--- src/rtl/multi_cycle_ctrl.sv ---
// Multi-cycle CPU control FSM: fetch/decode/exec/mem/wb sequencing,
// memory-ack timeout fault, sticky halt/error and retirement counter.
module multi_cycle_ctrl #(
   parameter int unsigned MEM_TIMEOUT = 15
) (
   input  logic        clk,
   input  logic        rst_n,
   input  logic [31:0] instr,
   input  logic        imem_ack,
   input  logic        dmem_ack,
   input  logic        branch_cond,
   output logic        imem_req,
   output logic        dmem_req,
   output logic        dmem_we,
   output logic        ir_we,
   output logic        pc_we,
   output logic        pc_src,
   output logic        reg_we,
   output logic        wb_sel,
   output logic        alu_src_imm,
   output logic        imm_sel,
   output logic [2:0]  state,
   output logic        halted,
   output logic        err,
   output logic [15:0] instr_count
);

   typedef enum logic [2:0] {
      S_FETCH  = 3'd0,
      S_DECODE = 3'd1,
      S_EXEC   = 3'd2,
      S_MEM    = 3'd3,
      S_WB     = 3'd4,
      S_HALT   = 3'd5,
      S_ERROR  = 3'd6
   } state_e;

   localparam logic [7:0] TO_LAST = 8'(MEM_TIMEOUT - 1);

   state_e      state_q, state_d;
   logic [7:0]  wait_q, wait_d;
   logic [15:0] cnt_q, cnt_d;
   logic        halted_q, err_q;
   logic        retire;

   logic [2:0] op;
   logic is_ralu, is_ialu, is_ld, is_st, is_br, is_halt, is_ill;
   logic timeout;
   logic unused_instr;

   assign op           = instr[31:29];
   assign unused_instr = ^instr[28:0];
   assign is_ralu      = (op == 3'b000);
   assign is_ialu      = (op == 3'b001);
   assign is_ld        = (op == 3'b010);
   assign is_st        = (op == 3'b011);
   assign is_br        = (op == 3'b100);
   assign is_halt      = (op == 3'b111);
   assign is_ill       = (op == 3'b101) || (op == 3'b110);
   assign timeout      = (wait_q == TO_LAST);

   always_comb begin
      state_d = state_q;
      wait_d  = wait_q;
      retire  = 1'b0;
      unique case (state_q)
         S_FETCH: begin
            if (imem_ack)     state_d = S_DECODE;
            else if (timeout) state_d = S_ERROR;
            else              wait_d  = wait_q + 8'd1;
         end
         S_DECODE: begin
            if (is_halt)     state_d = S_HALT;
            else if (is_ill) state_d = S_ERROR;
            else             state_d = S_EXEC;
         end
         S_EXEC: begin
            wait_d = 8'd0;
            if (is_ralu || is_ialu)  state_d = S_WB;
            else if (is_ld || is_st) state_d = S_MEM;
            else if (is_br) begin
               state_d = S_FETCH;
               retire  = 1'b1;
            end else state_d = S_ERROR;
         end
         S_MEM: begin
            if (dmem_ack) begin
               if (is_ld) state_d = S_WB;
               else if (is_st) begin
                  state_d = S_FETCH;
                  wait_d  = 8'd0;
                  retire  = 1'b1;
               end else state_d = S_ERROR;
            end else if (timeout) state_d = S_ERROR;
            else wait_d = wait_q + 8'd1;
         end
         S_WB: begin
            state_d = S_FETCH;
            wait_d  = 8'd0;
            retire  = 1'b1;
         end
         S_HALT:  state_d = S_HALT;
         S_ERROR: state_d = S_ERROR;
         default: state_d = S_ERROR;
      endcase
      cnt_d = retire ? cnt_q + 16'd1 : cnt_q;
   end

   always_ff @(posedge clk or negedge rst_n) begin
      if (!rst_n) begin
         state_q  <= S_FETCH;
         wait_q   <= 8'd0;
         cnt_q    <= 16'd0;
         halted_q <= 1'b0;
         err_q    <= 1'b0;
      end else begin
         state_q  <= state_d;
         wait_q   <= wait_d;
         cnt_q    <= cnt_d;
         halted_q <= halted_q | (state_d == S_HALT);
         err_q    <= err_q | (state_d == S_ERROR);
      end
   end

   // Strobes follow the acks in the same cycle, so they are decoded from
   // state; gating with rst_n keeps them low while reset is held.
   logic in_f, in_x, in_m, in_w, br_take, ldst;
   assign in_f    = rst_n && (state_q == S_FETCH);
   assign in_x    = rst_n && (state_q == S_EXEC);
   assign in_m    = rst_n && (state_q == S_MEM);
   assign in_w    = rst_n && (state_q == S_WB);
   assign br_take = in_x && is_br && branch_cond;
   assign ldst    = is_ld || is_st;

   assign imem_req    = in_f;
   assign ir_we       = in_f && imem_ack;
   assign pc_we       = (in_f && imem_ack) || br_take;
   assign pc_src      = br_take;
   assign dmem_req    = in_m;
   assign dmem_we     = in_m && is_st;
   assign reg_we      = in_w;
   assign wb_sel      = in_w && is_ld;
   assign alu_src_imm = (in_x && (is_ialu || ldst)) || (in_m && ldst);
   assign imm_sel     = (in_x || in_m) && ldst;
   assign state       = state_q;
   assign halted      = halted_q;
   assign err         = err_q;
   assign instr_count = cnt_q;

endmodule

--- config.mk ---
export PLATFORM = sky130hd
export DESIGN_NAME = multi_cycle_ctrl
export DESIGN_NICKNAME = d
export VERILOG_FILES = /design/src/rtl/multi_cycle_ctrl.sv
export SDC_FILE = /design/constraint.sdc
export NUM_CORES = 1
export LEC_CHECK = 0
export ABC_CLOCK_PERIOD_IN_PS = 2200
export CORE_UTILIZATION = 40
export DETAILED_ROUTE_END_ITERATION = 10
export PLACE_DENSITY = 0.77
export SYNTH_ARGS = -nofsm -noshare
export SYNTH_HDL_FRONTEND = slang
export SYNTH_SLANG_ARGS = --single-unit
--- constraint.sdc ---
create_clock -name clk -period 2.2 [get_ports clk]
set_clock_uncertainty 0.05 [all_clocks]
set_input_delay 0.66 -clock clk [delete_from_list [all_inputs] [get_ports clk]]
set_output_delay 0.66 -clock clk [all_outputs]
set_load 0.03 [all_outputs]
==> impl_metrics.yaml, run 1 <==
run_status:
  status: "finished with violations"
  violations: "setup timing"
pwr:
  switchingPower_uw: 1140
  leakagePower_uw: 0.00116
  internal-power_uw: 1680
  p_total_uw: 2820
  pwr-share-seq: 0.271
  p_per_area_mw_per_mm2: 1090
  vdd_drop_max_mv: 0.774
  pwr-share-comb: 0.492
  power.share.switching: 0.403
  pwr-share-clk: 0.237
grt:
  grt_max_degree: 19
  grt_overflow: 0
  antenna_found_initial: 0
  grt_pass1_wl_mm: 7.50
  grtUsageTotal: 0.220
  grt_pass1_vias: 1582
logic_synthesis:
  async_flop_share: 1.00
  ys_seq_elements: 29
  synthesis.nets: 225
  syn_area_sq_mm: 0.00177
  ys.flop_type: "dfrtp_1"
  synthDistinctLibCells: 50
  synth-edff-count: 0
  postSynthCellCount: 185
  syn_avg_cell_area_sq_um: 9.59
  ys.warnings.count: 0
  seq_area_frac_synth: 0.409
sta:
  timing.final.ws_setup_ps: -35.6
  fmax_mhz: 447
  worst_pin_slew_ps: 394
  tns_ps: -61.4
  relSlewSlack: 0.737
  post-route-period-util: 1.02
  hold_violations: 0
  finalSetupViolCount: 3
  rsz0062_at_grt: "true"
  slew_violations: 0
  finalWorstPathRequiredPeriod_ps: 2240
layout:
  mostFrequentLayoutCell: "buf_4"
  nFillCells: 349
  final_cells: 298
  nets: 287
  fin_area_sq_mm: 0.00259
  regArea_sq_um: 727
  mostFrequentLayoutCells: "32 x buf_4, 28 x dfrtp_1, 21 x clkdlybuf4s50_1"
  area_growth_pct: 45.9
  layout-drive-gt1-share: 0.306
  num_antenna_cells: 0
  multiInputGateArea_sq_mm: 0.00106
setup_path:
  critPathArrivalTime_ps: 1530
  critical_path_buf_inv_count: 3
  cpMostUsedCell: "buf_6"
  cp_top_family: "buffers and inverters"
  reg2reg_slack_ps: 270
  cpPeakStageDelay_ps: 240
  crit_path_cell_trace: "dlygate4sd2_1 -> buf_6 -> and4_4 -> a21o_4 -> buf_6"
  r2r_end: "wait_q[7]"
  worstSetupStartpoint: "rst_n"
  endpoint_kind: "output port"
  r2r_cells: 6
  crit_fanout: 4
  worstSetupPathType: "in2out"
  worstPathRequired_ps: 1490
  regToRegStartpoint: "state[0]"
  cp-start-kind: "primary input"
  crit_slowest_cell: "dlygate4sd2_1"
job:
  max_cap_violations: 0
placed_design:
  dpl-instance-area_sq_mm: 0.00240
  place_ws_ps: -468
  dpl.cell_count: 288
  globalplace.congestion: 0.890
  place_hpwl_mm: 3.32
  port_buffers: 38
floorplan:
  die_area_sq_mm: 0.00471
  ios: 68
  die_h_um: 68.6
  core.rowCount: 23
  start_util: 0.431
  die_w_um: 68.6
  core_sq_mm: 0.00412
drt:
  ant_nets: 0
  post_drt_wl_per_cell_um: 14.8
  vias: 1641
  drtIter0Drc: 117
  drcViolationCount: 0
  routed_wl_mm: 4.42
  vias_per_cell: 5.51
  dr.pass1.iters: 4
clock_tree:
  cts_buffer_depth: 2
  htree_levels: 2
  cts_buffers: 5
  cts_hold_buf: 0
  cts.sinks: 29
  clock-root-buffer: "clkbuf_8"
  clkLatencyLatePin_ps: 290
  cts_tree: "yes"
  path_clk_slew_ps: 70
worst_hold_path:
  hold_end: "halted"
  min_path_cells: 2
  hold_start: "halted"
  worstHoldPathType: "reg2reg"
worst register-to-register path, stage by stage, from the launching register on:
cell and delay (ps):
dfrtp_2 460, buf_4 160, buf_4 150, and4b_1 250, and2_0 290, a311oi_1 300, o22ai_1 130
worst max path at each step:
stage | endpoint | slack [ps] | cells past startpoint
floorplan | pc_we | -150 | 4
global placement | pc_we | -440 | 5
detailed placement | pc_we | -470 | 5
CTS | pc_we | -50 | 5
global route | pc_we | -90 | 4
finish | pc_we | -40 | 5
repair_timing:
action,in CTS,in global routing
setup endpoints to repair,17,10
resized for setup,26,6
pin swaps,2,0
buffers inserted,2,0
cloned,0,0
registers in the layout (all words and copies together), names as in the netlist:
register and flops:
err 1, instr_count 16, state 3, wait_q 8, halted 1
cells by family after synthesis:
group | Yosys count | share of synthesized area
simple gates | 80 | 0.285
mux | 2 | 0.0113
flops | 29 | 0.409
fa+ha+maj | 3 | 0.0212
xor+xnor | 15 | 0.0741
buf+inv | 18 | 0.0409
compound gates | 38 | 0.159
power by group through the flow:
| stage | sequential, uW | combinational, uW | clock, uW |
|---|---|---|---|
| 2_1_floorplan | 863 | 706 | 0 |
| 3_3_place_gp | 761 | 1300 | 0 |
| 3_5_place_dp | 764 | 1330 | 0 |
| 4_1_cts | 757 | 1370 | 678 |
| 5_1_grt | 783 | 1500 | 702 |
| 6_report | 764 | 1390 | 668 |
per-stage QoR:
| stage | hold slack [ps] | utilization |
|---|---|---|
| global placement | 395 | 0.583 |
| CTS | 419 | 0.624 |
| detailed placement | 400 | 0.583 |
| finish | 416 | 0.629 |
| global route | 424 | 0.629 |
| floorplan | 314 | - |
cells in the mapped netlist, drive strengths merged, types with 3 or more instances:
master | n | area [sq um]
nor4 | 3 | 31.3
xnor2 | 8 | 70.1
dfrtp | 29 | 726
and3 | 3 | 20.0
o22ai | 3 | 18.8
buf | 5 | 23.8
o211ai | 3 | 22.5
a21o | 4 | 30.0
nor2 | 10 | 37.5
and2 | 3 | 18.8
a31oi | 5 | 31.3
nor4b | 3 | 53.8
nand2b | 5 | 31.3
o21ai | 4 | 20.0
ha | 3 | 37.5
nand4 | 9 | 56.3
xor2 | 7 | 61.3
nor3 | 6 | 30.0
inv | 9 | 33.8
clkbuf | 4 | 15.0
a21oi | 6 | 33.8
nand3 | 12 | 65.1
nand2 | 13 | 48.8
cell type report:
class	count	area share
multi-input cells	138	0.409
flip-flops and latches	29	0.281
repair buffers	64	0.221
clock buffers	5	0.0266
clock inverters	3	0.0251
well taps	50	0.0242
inverters	9	0.0130
metal layers:
metal / up-vias / routed length, um / global-route usage
met5: - / 0 / 0
met4: 0 / 51 / 0.0990
met3: 5 / 137 / 0.0510
met2: 28 / 2280 / 0.355
met1: 796 / 1950 / 0.276
li1: 812 / - / -
No activity file was read; power rests on OpenSTA's default activity.
==> run 2: changes to the inputs <==
--- a/config.mk
+++ b/config.mk
@@ -6,6 +6,7 @@
 export NUM_CORES = 1
 export LEC_CHECK = 0
 export ABC_CLOCK_PERIOD_IN_PS = 2200
+export CORE_MARGIN = 8
 export CORE_UTILIZATION = 40
 export DETAILED_ROUTE_END_ITERATION = 10
 export PLACE_DENSITY = 0.77
==> impl_metrics.yaml, run 2 (synthesized netlist as in run 1, its figures left out) <==
run_status:
  status: "finished with violations"
  violations: "setup timing"
grt:
  antenna_found_initial: 0
  grt_pass1_vias: 1664
  grt_overflow: 0
  grt_pass1_wl_mm: 7.54
  grtUsageTotal: 0.142
  grt_max_degree: 25
sta:
  hold_violations: 0
  slew_violations: 0
  finalWorstPathRequiredPeriod_ps: 2310
  rsz0062_at_grt: "true"
  hold_slack_ps: 410
  finalSetupViolCount: 2
  fmax_mhz: 434
  timing.final.ws_setup_ps: -105
  post-route-period-util: 1.05
  relSlewSlack: 0.748
  worst_pin_slew_ps: 378
floorplan:
  core_sq_mm: 0.00432
  die_w_um: 82.6
  die_area_sq_mm: 0.00682
  core.rowCount: 24
  die_h_um: 82.6
  start_util: 0.410
  ios: 68
drt:
  vias_per_cell: 5.45
  routed_wl_mm: 4.45
  dr.pass1.iters: 4
  post_drt_wl_per_cell_um: 14.7
  ant_nets: 0
  drcViolationCount: 0
  vias: 1650
  drtIter0Drc: 57
setup_path:
  crit_slowest_cell: "nor4b_4"
  critical_path_buf_inv_count: 2
  cp-start-kind: "primary input"
  worstPathRequired_ps: 1490
  crit_path_cell_trace: "buf_8 -> nor4b_4 -> and4_4 -> a21o_4 -> buf_6"
  r2r_cells: 6
  path_depth: 5
  worstSetupPathType: "in2out"
  cpPeakStageDelay_ps: 330
  critPathArrivalTime_ps: 1600
  endpoint_kind: "output port"
  crit_fanout: 2
  cp_top_family: "simple AND/OR/NAND/NOR gates"
clock_tree:
  cts_hold_buf: 0
  cts_tree: "yes"
  clock-root-buffer: "clkbuf_8"
  path_clk_slew_ps: 70
  clkLatencyLatePin_ps: 280
  cts_buffer_depth: 2
  cts.sinks: 29
  cts_buffers: 5
  htree_levels: 2
layout:
  num_antenna_cells: 0
  mostFrequentLayoutCells: "34 x buf_4, 26 x dfrtp_1, 20 x clkdlybuf4s50_1"
  nets: 290
  area_growth_pct: 45.4
  mostFrequentLayoutCell: "buf_4"
  layout-drive-gt1-share: 0.331
  final_cells: 303
  largest_reg_flops: 16
  fin_area_sq_mm: 0.00258
  nFillCells: 387
pwr:
  p_total_uw: 2610
  vdd_drop_max_mv: 0.682
  leakagePower_uw: 0.00115
  p_per_area_mw_per_mm2: 1010
placed_design:
  dpl.cell_count: 292
  globalplace.congestion: 0.925
  port_buffers: 38
  place_hpwl_mm: 3.45
  dpl-instance-area_sq_mm: 0.00241
worst_hold_path:
  worstHoldPathType: "in2async"
job:
  max_cap_violations: 0
run 2: changes by cell type in the layout (fill, tap and decap cells not counted), sizes merged:
cell,before,now
dlymetal6s2s,2,3
dlygate4sd2,2,1
clkinv,1,2
clkinvlp,0,2
buf,39,42
clkdlybuf4s50,21,20
bufinv,2,0
clkdlybuf4s15,0,1
inv,9,8
run 2: area by class of cell:
class / instances / area, sq um / area share
Inverter: 9 / 37.5 / 0.0145
Timing Repair Buffer: 67 / 603 / 0.234
Multi-Input combinational cell: 138 / 1060 / 0.410
Tap cell: 52 / 65.1 / 0.0252
Clock buffer: 5 / 68.8 / 0.0267
Sequential cell: 29 / 729 / 0.283
Clock inverter: 3 / 17.5 / 0.00679
run 2: worst register-to-register path: stages (launching register included):
cell     delay, ps
dfrtp_2        450
nor4b_4        340
buf_4          170
buf_4          110
a221o_1        330
nand4_1        190
xnor2_1        160
run 2: layer usage:
layer	share of wire	GRT usage	vias up	wire (um)
li1	-	-	811	-
met1	0.44	0.171	793	1950
met2	0.47	0.235	39	2110
met3	0.077	0.0498	7	343
met4	0.012	0.0414	0	52
met5	0	0	-	0
run 2: where the power goes:
part           leakage, uW  total [uW]  switching (uW)  internal, uW
Sequential        0.000375         782             150           633
Clock            0.0000439         430             212           218
Combinational     0.000728        1400             772           624
Total              0.00115        2610            1130          1470
run 2: per-stage QoR:
step           setup slack [ps]   util  TNS [ps]
2_1_floorplan              -152      -      -187
6_report                   -105  0.597      -135
5_1_grt                    -127  0.597      -214
3_3_place_gp               -485  0.558     -9350
4_1_cts                   -86.2  0.585      -103
3_5_place_dp               -478  0.558     -9650
run 2: final timing paths:
| check | start | end | slack [ps] |
|---|---|---|---|
| worst max-delay path | instr[29] | pc_we | -110 |
| worst min-delay path | rst_n | wait_q[2] | 410 |
| worst max register to register | state[0] | instr_count[13] | 300 |
| worst min register to register | err | err | 410 |
| max in group asynchronous | rst_n | state[0] | 1340 |
| min in group clk | err | err | 410 |
run 2: what timing repair did:
action	CTS	global route
pin swaps	2	1
resized for setup	26	11
setup buffers	1	2
endpoints found under the setup margin	14	10
